===== src/rtl/jump_redirect_ctrl.sv =====
// Jump sequencer between decode and fetch: resolves JAL/JALR targets, waits on a
// not-ready JALR rs1, offers a registered redirect to fetch and produces the link value.
module jump_redirect_ctrl #(
  parameter int unsigned WAIT_MAX = 15
) (
  input  logic        clk_i,
  input  logic        rst_n_i,
  input  logic        id_valid_i,
  input  logic        id_jal_i,
  input  logic        id_jalr_i,
  input  logic [31:0] id_pc_i,
  input  logic [31:0] id_imm_i,
  input  logic [31:0] rs1_data_i,
  input  logic        rs1_ready_i,
  input  logic        pipe_flush_i,
  input  logic        if_ready_i,
  output logic        id_stall_o,
  output logic        redirect_valid_o,
  output logic [31:0] redirect_pc_o,
  output logic        flush_if_id_o,
  output logic        link_valid_o,
  output logic [31:0] link_data_o,
  output logic        misalign_exc_o,
  output logic [31:0] misalign_addr_o,
  output logic        wait_timeout_o
);

  typedef enum logic [1:0] {
    S_IDLE     = 2'd0,
    S_WAIT_RS1 = 2'd1,
    S_REDIRECT = 2'd2
  } state_e;

  state_e      state_q, state_d;
  logic [31:0] pc_q, pc_d;
  logic [31:0] imm_q, imm_d;
  logic [7:0]  cnt_q, cnt_d;
  logic        redirect_valid_q, redirect_valid_d;
  logic [31:0] redirect_pc_q, redirect_pc_d;
  logic        flush_q, flush_d;
  logic        link_valid_q, link_valid_d;
  logic [31:0] link_data_q, link_data_d;
  logic        misalign_q, misalign_d;
  logic [31:0] misalign_addr_q, misalign_addr_d;
  logic        timeout_q, timeout_d;

  logic        jmp;
  logic        accept;
  logic [31:0] tgt;
  logic [31:0] link_pc;
  logic [31:0] jal_tgt;
  logic [31:0] jalr_tgt;
  logic [31:0] wait_tgt;

  assign jmp      = id_valid_i & (id_jal_i | id_jalr_i);
  assign jal_tgt  = id_pc_i + id_imm_i;
  assign jalr_tgt = (rs1_data_i + id_imm_i) & 32'hFFFF_FFFE;
  // After a wait the decode-side fields may have moved on; use the latched copies.
  assign wait_tgt = (rs1_data_i + imm_q) & 32'hFFFF_FFFE;

  assign id_stall_o = jmp | (state_q != S_IDLE);

  always_comb begin
    state_d          = state_q;
    pc_d             = pc_q;
    imm_d            = imm_q;
    cnt_d            = cnt_q;
    redirect_valid_d = redirect_valid_q;
    redirect_pc_d    = redirect_pc_q;
    link_data_d      = link_data_q;
    misalign_addr_d  = misalign_addr_q;
    flush_d          = 1'b0;
    link_valid_d     = 1'b0;
    misalign_d       = 1'b0;
    timeout_d        = 1'b0;
    accept           = 1'b0;
    tgt              = 32'h0;
    link_pc          = id_pc_i;

    case (state_q)
      S_IDLE: begin
        if (jmp) begin
          if (id_jal_i) begin
            accept = 1'b1;
            tgt    = jal_tgt;
          end else if (rs1_ready_i) begin
            accept = 1'b1;
            tgt    = jalr_tgt;
          end else begin
            pc_d    = id_pc_i;
            imm_d   = id_imm_i;
            cnt_d   = 8'd0;
            state_d = S_WAIT_RS1;
          end
        end
      end
      S_WAIT_RS1: begin
        cnt_d     = (cnt_q == 8'hFF) ? cnt_q : cnt_q + 8'd1;
        // Fires on the increment that reaches WAIT_MAX; saturation keeps it single-shot.
        timeout_d = (cnt_q == 8'(WAIT_MAX - 1));
        if (rs1_ready_i) begin
          accept  = 1'b1;
          tgt     = wait_tgt;
          link_pc = pc_q;
        end
      end
      S_REDIRECT: begin
        if (if_ready_i) begin
          redirect_valid_d = 1'b0;
          flush_d          = 1'b1;
          state_d          = S_IDLE;
        end
      end
      default: state_d = S_IDLE;
    endcase

    if (accept) begin
      redirect_pc_d = tgt;
      if (tgt[1]) begin
        misalign_d      = 1'b1;
        misalign_addr_d = tgt;
        state_d         = S_IDLE;
      end else begin
        link_data_d      = link_pc + 32'd4;
        link_valid_d     = 1'b1;
        redirect_valid_d = 1'b1;
        state_d          = S_REDIRECT;
      end
    end

    // A later-stage abort wins over everything; data registers keep their last values.
    if (pipe_flush_i) begin
      state_d          = S_IDLE;
      pc_d             = pc_q;
      imm_d            = imm_q;
      cnt_d            = 8'd0;
      redirect_valid_d = 1'b0;
      redirect_pc_d    = redirect_pc_q;
      link_data_d      = link_data_q;
      misalign_addr_d  = misalign_addr_q;
      flush_d          = 1'b0;
      link_valid_d     = 1'b0;
      misalign_d       = 1'b0;
      timeout_d        = 1'b0;
    end
  end

  always_ff @(posedge clk_i) begin
    if (!rst_n_i) begin
      state_q          <= S_IDLE;
      pc_q             <= 32'h0;
      imm_q            <= 32'h0;
      cnt_q            <= 8'd0;
      redirect_valid_q <= 1'b0;
      redirect_pc_q    <= 32'h0;
      flush_q          <= 1'b0;
      link_valid_q     <= 1'b0;
      link_data_q      <= 32'h0;
      misalign_q       <= 1'b0;
      misalign_addr_q  <= 32'h0;
      timeout_q        <= 1'b0;
    end else begin
      state_q          <= state_d;
      pc_q             <= pc_d;
      imm_q            <= imm_d;
      cnt_q            <= cnt_d;
      redirect_valid_q <= redirect_valid_d;
      redirect_pc_q    <= redirect_pc_d;
      flush_q          <= flush_d;
      link_valid_q     <= link_valid_d;
      link_data_q      <= link_data_d;
      misalign_q       <= misalign_d;
      misalign_addr_q  <= misalign_addr_d;
      timeout_q        <= timeout_d;
    end
  end

  assign redirect_valid_o = redirect_valid_q;
  assign redirect_pc_o    = redirect_pc_q;
  assign flush_if_id_o    = flush_q;
  assign link_valid_o     = link_valid_q;
  assign link_data_o      = link_data_q;
  assign misalign_exc_o   = misalign_q;
  assign misalign_addr_o  = misalign_addr_q;
  assign wait_timeout_o   = timeout_q;

endmodule

===== config.mk =====
export PLATFORM = sky130hd
export DESIGN_NAME = jump_redirect_ctrl
export DESIGN_NICKNAME = d
export VERILOG_FILES = /design/src/rtl/jump_redirect_ctrl.sv
export SDC_FILE = /design/constraint.sdc
export NUM_CORES = 1
export LEC_CHECK = 0
export ABC_AREA = 1
export CAP_MARGIN = 20
export CELL_PAD_IN_SITES_DETAIL_PLACEMENT = 1
export CELL_PAD_IN_SITES_GLOBAL_PLACEMENT = 1
export CORE_UTILIZATION = 45
export DETAILED_ROUTE_END_ITERATION = 8
export DONT_BUFFER_PORTS = 1
export GPL_ROUTABILITY_DRIVEN = 0
export PLACE_DENSITY_LB_ADDON = 0.1
export SLEW_MARGIN = 40
export SYNTH_ARGS = -nofsm -noshare
export SYNTH_HDL_FRONTEND = slang
export SYNTH_SLANG_ARGS = --single-unit

===== constraint.sdc =====
create_clock -name clk_i -period 2.3 [get_ports clk_i]
set_input_delay 0.23 -clock clk_i [delete_from_list [all_inputs] [get_ports clk_i]]
set_output_delay 0.23 -clock clk_i [all_outputs]
set_load 0.01 [all_outputs]

==> results.cfg, run 1 <==
[outcome]
status = finished, violations left
violations = setup timing

[critical_path]
slowest_stage = fa_2
cp-start-kind = register
setup.worst_path.end_class = register
cp_max_fo = 7
cpMostUsedCell = buf_4
reg2regPathDepth = 9
worstPathArrival_ns = 2.67
path_cells = nand2_2 -> fa_2 -> o22ai_4 -> buf_4 -> nor2_4 -> buf_4 -> clkinvlp_4 -> o21ai_1 -> inv_1
worstPathRequired_ns = 2.65
crit_type = reg2reg
cpPeakStageDelay_ns = 0.57

[clock_network]
path_clk_slew_ns = 0.08
cts.path.max_buffers = 2
cts-root-buf = clkbuf_16
cts_tree = done
cts_sinks = 175
cts_buffers = 17
insertion_delay_ns = 0.47
h-tree-depth = 4

[yosys]
synth-async-reset-ratio = 0
synth_flop_cell = dfxtp_1
synth_compound_area_frac = 0.142
muxShareOfSynthArea = 0
synthSimpleGateAreaFrac = 0.408
synthCells = 2574
synth_area_mm2 = 0.0149
synth_nets = 2775
yosysSeqAreaShare = 0.234
synth_area_per_cell_um2 = 5.81
synth_top_family_by_area = simple AND/OR/NAND/NOR gates
ys_ff_latch = 175
yosysUniqueCellTypes = 50
synthXorXnorAreaFrac = 0.0176
synth-edff-count = 0
synth_fa_ha_area_frac = 0.0827
yosysWarningCount = 0

[job]
cap_violations = 0

[power_and_ir_drop]
power.leakage_nw = 9.22
power_density_mw_per_mm2 = 505
vdd_ir_drop_max_v = 0.000583

[timing]
max_slew.worst_pin.slew_ns = 0.644
setup_viol_count_final = 1
skew_ns = 0.0145
relSlewSlack = 0.570
fin_crit_ns = 2.32
setup_tns_ns = -0.0239
rsz0062_at_grt = true
slew_violations = 0
fin_ws_ns = -0.0239
fmax_mhz = 430
finalCritPeriodShare = 1.01
finalHoldViolations = 0

[floorplanning]
design.die.area_mm2 = 0.0339
core_area_mm2 = 0.0326
die_y_um = 184
num_io_pins = 206
initial_core_util = 0.458
fp.dieW_um = 184
row_count = 66

[route]
first_iter_violations = 1121
routed_wl_mm = 65.5
drc_errors = 0
via_per_inst = 5.63
firstDrtPassIters = 5
wl_per_cell_um = 20.7
vias = 17800
ant_nets = 0

[grt]
grt-ovfl-total = 0
grt_pass1_wl_mm = 98.2
track_usage = 0.377
grt_start_max_net_pins = 76
grt_pass1_vias = 18100
antenna_found_initial = 1

[layout]
syn_to_final_growth_pct = 19.2
layout_common_cells = nand2_1, nor2_1, inv_1
drive_above_1_share = 0.112
final_common_cell = nand2_1
nets = 2909
final_cells = 3164

[placed_design]
port-buffer-count = 0
dp_hpwl_mm = 49.0
detailedPlace.worstSlack_ns = -0.0853
place_inst = 3054

[worst_hold_path]
holdCritPathClass = in2reg
hold_depth = 2
-- power breakdown --
part | internal [mW] | switching (mW) | total (mW)
Clock | 1.58 | 1.51 | 3.09
Sequential | 3.15 | 0.130 | 3.28
Combinational | 0.921 | 1.71 | 2.63
-- cell type report --
class | count | area [um^2]
diodes | 1 | 2.50
clock buffers | 18 | 439
clock inverters | 14 | 171
fillers | 4595 | 14800
inverters | 379 | 1430
multi-input cells | 1954 | 10100
flip-flops and latches | 175 | 3510
well taps | 442 | 553
repair buffers | 180 | 1660
repair inverters | 1 | 5.00
-- registers in the layout (all words and copies together), names as in the netlist, 2 cells and up --
name / cells
state_q: 2
imm_q: 32
link_data_o: 32
misalign_addr_o: 32
redirect_pc_o: 32
cnt_q: 8
pc_q: 32
-- worst max-delay path, delay by kind of cell (launching register included) --
| kind | cells | cell delay [ns] |
|---|---|---|
| AOI/OAI and AO/OA | 2 | 0.34 |
| DFF | 1 | 0.35 |
| buffers and inverters | 4 | 0.62 |
| adders and majority gates | 1 | 0.57 |
| and+or+nand+nor | 2 | 0.32 |
-- cell usage after synthesis, drive strengths merged (9+ instances only) --
cell type / n / area, um^2
inv: 378 / 1420
nand3b: 9 / 67.6
buf: 28 / 160
ha: 94 / 1180
xor2: 13 / 114
xnor2: 17 / 149
o21bai: 10 / 75.1
nand4: 17 / 106
a21oi: 136 / 692
dfxtp: 175 / 3500
o21ai: 173 / 930
nand2: 728 / 2770
nor2: 436 / 1770
o211ai: 16 / 120
nor3: 33 / 201
nand3: 211 / 1060
a211oi: 16 / 120
clkbuf: 38 / 143
-- cells by family (layout without fill, tap and decap cells) --
family / count (synthesis) / in the layout
AO/OA/AOI/OAI: 373 / 373
XOR/XNOR: 30 / 30
adder cells (fa/ha/maj): 97 / 97
buffers and inverters: 445 / 592
flip-flops: 175 / 175
other: 0 / 1
AND/OR/NAND/NOR: 1454 / 1454
-- worst paths after layout --
check                       endpoint  slack (ns)  startpoint
setup / recovery     link_data_o[10]       -0.02    imm_q[0]
hold / removal    misalign_addr_o[0]        0.01    id_jal_i
setup reg to reg     link_data_o[10]       -0.02    imm_q[0]
hold reg to reg             pc_q[25]        0.48    pc_q[25]
-- routing by layer --
layer  wire length [um]  global-route usage  vias to the layer above  share of wire
met4               3280               0.200                        0          0.050
met2              31100               0.642                      635           0.47
met1              26400               0.435                     8598           0.40
li1                   -                   -                     8439              -
met5                  0                   0                        -              0
met3               4800              0.0911                      155          0.073
-- stage by stage --
step | hold slack, ns | area, um^2 | power [mW] | utilization
floorplan | 0.365 | 14900 | 4.94 | -
global placement | 0.369 | 16100 | 5.57 | 0.492
detailed placement | 0.375 | 16100 | 5.67 | 0.492
CTS | 0.00448 | 17300 | 8.84 | 0.532
global route | 0.00885 | 17800 | 9.41 | 0.546
finish | 0.00970 | 17800 | 9.00 | 0.546
-- what timing repair did --
action / 4_1_cts / 5_1_grt
setup endpoints to repair: 14 / 137
cloned: 0 / 2
pin swaps: 1 / 22
resized for setup: 11 / 102
buffers inserted: 0 / 12
hold buffers: 63 / 0
hold endpoints to repair: 95 / 0
(Power assumes the default switching activity.)
==> inputs of run 2 (changes only) <==
--- a/config.mk
+++ b/config.mk
@@ -14,6 +14,7 @@
 export DONT_BUFFER_PORTS = 1
 export GPL_ROUTABILITY_DRIVEN = 0
 export PLACE_DENSITY_LB_ADDON = 0.1
+export SKIP_CTS_REPAIR_TIMING = 1
 export SLEW_MARGIN = 40
 export SYNTH_ARGS = -nofsm -noshare
 export SYNTH_HDL_FRONTEND = slang
==> run 2 against run 1 <==
Effect of this change:
- the run ends with hold timing, setup timing left
- cell area shrank 0.75%
- core utilization is 0.41 points lower
- clock-buffer cell count is the same
- global-route usage is 2.4 points lower
- register-to-register slack is essentially flat
- sequential share of layout area grew 0.15 points
- clock power about the same
- hold slack lost 0.046 ns
- combinational power barely moved
- die area stayed put
- critical path type unchanged
- critical endpoint is now link_data_o[27]
==> results.cfg, run 2 (synthesis results as in run 1) <==
[outcome]
status = finished, violations left
violations = hold timing, setup timing

[power_and_ir_drop]
power.leakage_nw = 9.14
vdd_ir_drop_max_v = 0.000580
power_density_mw_per_mm2 = 506

[clock_network]
h-tree-depth = 4
cts_tree = done
cts_sinks = 175
path_clk_slew_ns = 0.08
cts_buffers = 17
cts.path.max_buffers = 2
insertion_delay_ns = 0.47
cts-root-buf = clkbuf_16

[layout]
final_cells = 3159
fillers = 4592
drive_above_1_share = 0.103
final_common_cell = nand2_1
nets = 2903
layout_common_cells = nand2_1, nor2_1, inv_1
stdcell_area_mm2 = 0.0177
final_util = 0.542
syn_to_final_growth_pct = 18.3

[job]
cap_violations = 0

[grt]
grt-ovfl-total = 0
grt_start_max_net_pins = 77
grt_pass1_wl_mm = 92.4
track_usage = 0.353
antenna_found_initial = 3
grt_pass1_vias = 17200

[timing]
max_slew.worst_pin.slew_ns = 0.622
skew_ns = 0.0159
fin_crit_ns = 2.33
setup_viol_count_final = 3
relSlewSlack = 0.582
fmax_mhz = 429
fin_ws_ns = -0.0303
slew_violations = 0
rsz0062_at_grt = true
finalCritPeriodShare = 1.01
finalHoldViolations = 1
holdWs_ns = -0.0359

[critical_path]
cp-start-kind = register
setup.worst_path.end_class = register
cp_max_fo = 21
worstPathArrival_ns = 2.72
worstPathRequired_ns = 2.68
cp-startpoint = state_q[1]
r2r-start = state_q[1]
crit_type = reg2reg

[worst_hold_path]
min_from = id_pc_i[19]
holdCritPathClass = in2reg

[route]
vias = 17700
wl_per_cell_um = 20.4
first_iter_violations = 1205
drc_errors = 0
firstDrtPassIters = 5
routed_wl_mm = 64.5
ant_nets = 0
via_per_inst = 5.60

[placed_design]
place_inst = 3054
detailedPlace.worstSlack_ns = -0.0853
dp_hpwl_mm = 49.0
port-buffer-count = 0
placed_area_mm2 = 0.0161

[floorplanning]
die_y_um = 184
design.die.area_mm2 = 0.0339
row_count = 66
fp.dieW_um = 184
initial_core_util = 0.458
core_area_mm2 = 0.0326
num_io_pins = 206
-- run 2: cell count changes in the layout (fill, tap and decap cells not counted), sizes merged --
cell and change:
buf -5, diode +1, dlygate4sd3 -1
-- run 2: path summary, 6_finish.rpt --
path         depth (start not counted)  slack (ns)              end
min reg2reg                          2        0.47         pc_q[24]
max                                 13       -0.03  link_data_o[27]
min                                  2       -0.04         pc_q[19]
max reg2reg                         13       -0.03  link_data_o[27]
-- run 2: area by class of cell --
type | count | area [um^2] | area share
antenna | 2 | 5.00 | 0.000283
clock buffer | 18 | 439 | 0.0248
clock inverter | 14 | 171 | 0.00969
inverter | 379 | 1430 | 0.0807
multi-input combinational | 1954 | 9970 | 0.564
sequential | 175 | 3510 | 0.198
tap | 442 | 553 | 0.0313
timing repair buffer | 174 | 1600 | 0.0905
timing repair inverter | 1 | 7.51 | 0.000425
-- run 2: critical path, cell delays in order (launching register included) --
cell and delay [ns]:
dfxtp_2 0.39, inv_1 0.10, nand2_4 0.10, nor2_8 0.04, buf_12 0.15, o21ai_1 0.51, nor2_1 0.13, buf_4 0.16
nand3_1 0.12, nor2_4 0.07, a21o_1 0.17, nand2_1 0.06, nand2_1 0.05, a21oi_1 0.17
-- run 2: through the flow --
| step | total power, mW | hold WS (ns) | setup TNS, ns |
|---|---|---|---|
| after floorplan | 4.94 | 0.365 | 0 |
| after global placement | 5.57 | 0.369 | -0.0339 |
| after detailed placement | 5.67 | 0.375 | -0.851 |
| after CTS | 8.71 | -0.116 | -0.565 |
| after global routing | 9.37 | -0.00862 | -0.959 |
| final | 8.96 | -0.0359 | -0.0526 |
-- run 2: power by group --
part | leakage, nW | total, mW | switching [mW] | internal, mW
Clock | 0.292 | 3.08 | 1.49 | 1.58
Combinational | 7.43 | 2.60 | 1.69 | 0.909
Sequential | 1.42 | 3.28 | 0.128 | 3.15
-- run 2: layer usage --
layer	global-route usage	vias to the layer above	wire length [um]
met4	0.159	2	3110
met5	0	-	12
li1	-	8428	-
met1	0.418	8528	26300
met3	0.0842	143	4590
met2	0.602	583	30500
==> inputs of run 3 (changes only) <==
--- a/config.mk
+++ b/config.mk
@@ -13,6 +13,7 @@
 export DETAILED_ROUTE_END_ITERATION = 8
 export DONT_BUFFER_PORTS = 1
 export GPL_ROUTABILITY_DRIVEN = 0
+export MAX_ROUTING_LAYER = met4
 export PLACE_DENSITY_LB_ADDON = 0.1
 export SKIP_CTS_REPAIR_TIMING = 1
 export SLEW_MARGIN = 40
==> run 3 against run 2 <==
Effect of this change:
- first-iteration DRC count down 6.3%
- total power up 0.55%
- largest power group unchanged
- hold slack worse by 0.021 ns
- routed wire length up 3.3%
- core utilization up 0.36 points
- via count up 1.7%
- the run still ends with hold timing, setup timing left
- critical path type unchanged
- non-clock buffer count up 4
- die area unchanged
==> results.cfg, run 3 (synthesis results as in run 1) <==
[outcome]
violations = hold timing, setup timing
status = finished, violations left

[critical_path]
r2r-start = state_q[0]
cp-startpoint = state_q[0]
cpPeakStageDelay_ns = 0.36
setup.worst_path.end_class = register
crit_type = reg2reg
crit_buf_inv = 3
cp-start-kind = register
path_cells = buf_4 -> nand2_4 -> nor2_8 -> buf_12 -> nand2_1 -> nand2_2 -> nand2_2 -> nor2_4 -> nand2_2 -> nor3_4 -> nand2_1 -> nand2_1 -> nand3_2 -> o211ai_1 -> inv_2
cp_max_fo = 6
worstPathRequired_ns = 2.66
worstPathArrival_ns = 2.72
slowest_stage = dfxtp_4
critical_path.top_delay_family = simple AND/OR/NAND/NOR gates

[timing]
skew_ns = 0.0143
max_slew.worst_pin.slew_ns = 0.633
finalCritPeriodShare = 1.03
setup_viol_count_final = 4
setup_tns_ns = -0.135
fin_ws_ns = -0.0579
holdWs_ns = -0.0570
slew_violations = 0
relSlewSlack = 0.578
rsz0062_at_grt = true
finalHoldViolations = 2
fin_crit_ns = 2.36
fmax_mhz = 424

[layout]
drive_above_1_share = 0.110
stdcell_area_mm2 = 0.0178
final_common_cell = nand2_1
fillers = 4593
nets = 2907
final_cells = 3163
syn_to_final_growth_pct = 19.1
multi_input_area_mm2 = 0.0100
ff_latch_area_mm2 = 0.00351
layout_common_cells = nand2_1, nor2_1, inv_1

[clock_network]
h-tree-depth = 4
cts_tree = done
cts_sinks = 175
path_clk_slew_ns = 0.08
cts.path.max_buffers = 2
insertion_delay_ns = 0.47
cts-root-buf = clkbuf_16
cts_buffers = 17

[worst_hold_path]
min_from = id_pc_i[19]
holdCritPathClass = in2reg

[route]
firstDrtPassIters = 5
drc_errors = 0
via_per_inst = 5.69
first_iter_violations = 1129
wl_per_cell_um = 21.1
vias = 18000
ant_nets = 0
routed_wl_mm = 66.6

[floorplanning]
die_y_um = 184
initial_core_util = 0.458
core_area_mm2 = 0.0326
num_io_pins = 206
fp.dieW_um = 184
design.die.area_mm2 = 0.0339
row_count = 66

[job]
cap_violations = 0

[grt]
grt_pass1_vias = 17200
track_usage = 0.363
grt_pass1_wl_mm = 92.3
grt_start_max_net_pins = 77
grt-ovfl-total = 0
antenna_found_initial = 2

[power_and_ir_drop]
total_power_mw = 9.01
power.leakage_nw = 9.19
vdd_ir_drop_max_v = 0.000597
power_density_mw_per_mm2 = 506

[placed_design]
place_inst = 3054
placed_area_mm2 = 0.0161
dp_hpwl_mm = 49.0
port-buffer-count = 0
[run 3: cell count changes in the layout (fill, tap and decap cells not counted), sizes merged]
cell and change:
clkbuf +2, buf +3, dlygate4sd3 -1
[run 3: worst register-to-register path, delay by kind of cell, from the launching register on]
kind                   cells  cell delay [ns]
AO/OA/AOI/OAI              1             0.16
flip-flops                 1             0.36
AND/OR/NAND/NOR           11             1.40
buffers and inverters      3             0.33
[run 3: path summary, 6_finish.rpt]
path                      to  slack [ns]  depth (start not counted)
min                 pc_q[19]       -0.06                          2
max reg2reg  link_data_o[31]       -0.06                         15
min reg2reg         pc_q[27]        0.48                          2
max          link_data_o[31]       -0.06                         15
[run 3: cell type report]
| type | count | share of cell area |
|---|---|---|
| Clock inverter | 14 | 0.00963 |
| Sequential cell | 175 | 0.197 |
| Timing Repair inverter | 1 | 0.000281 |
| Inverter | 379 | 0.0801 |
| Clock buffer | 18 | 0.0247 |
| Multi-Input combinational cell | 1954 | 0.563 |
| Timing Repair Buffer | 178 | 0.0936 |
| Tap cell | 442 | 0.0311 |
| Antenna cell | 2 | 0.000281 |
[run 3: per-layer routing]
layer	vias to the layer above	wire length, um	global-route usage
li1	8449	-	-
met2	664	31200	0.601
met3	193	5180	0.0832
met1	8686	26700	0.418
met5	-	0	-
met4	0	3630	0.159
[run 3: per-stage QoR]
step / setup slack, ns / util
after detailed placement: -0.0853 / 0.492
after global placement: -0.0205 / 0.492
final: -0.0579 / 0.546
after floorplan: 0.196 / -
after global routing: -0.163 / 0.546
after CTS: -0.0815 / 0.511
[run 3: where the power goes]
part / switching (mW) / internal [mW] / total (mW)
Combinational: 1.72 / 0.916 / 2.64
Sequential: 0.128 / 3.15 / 3.28
Clock: 1.51 / 1.58 / 3.09
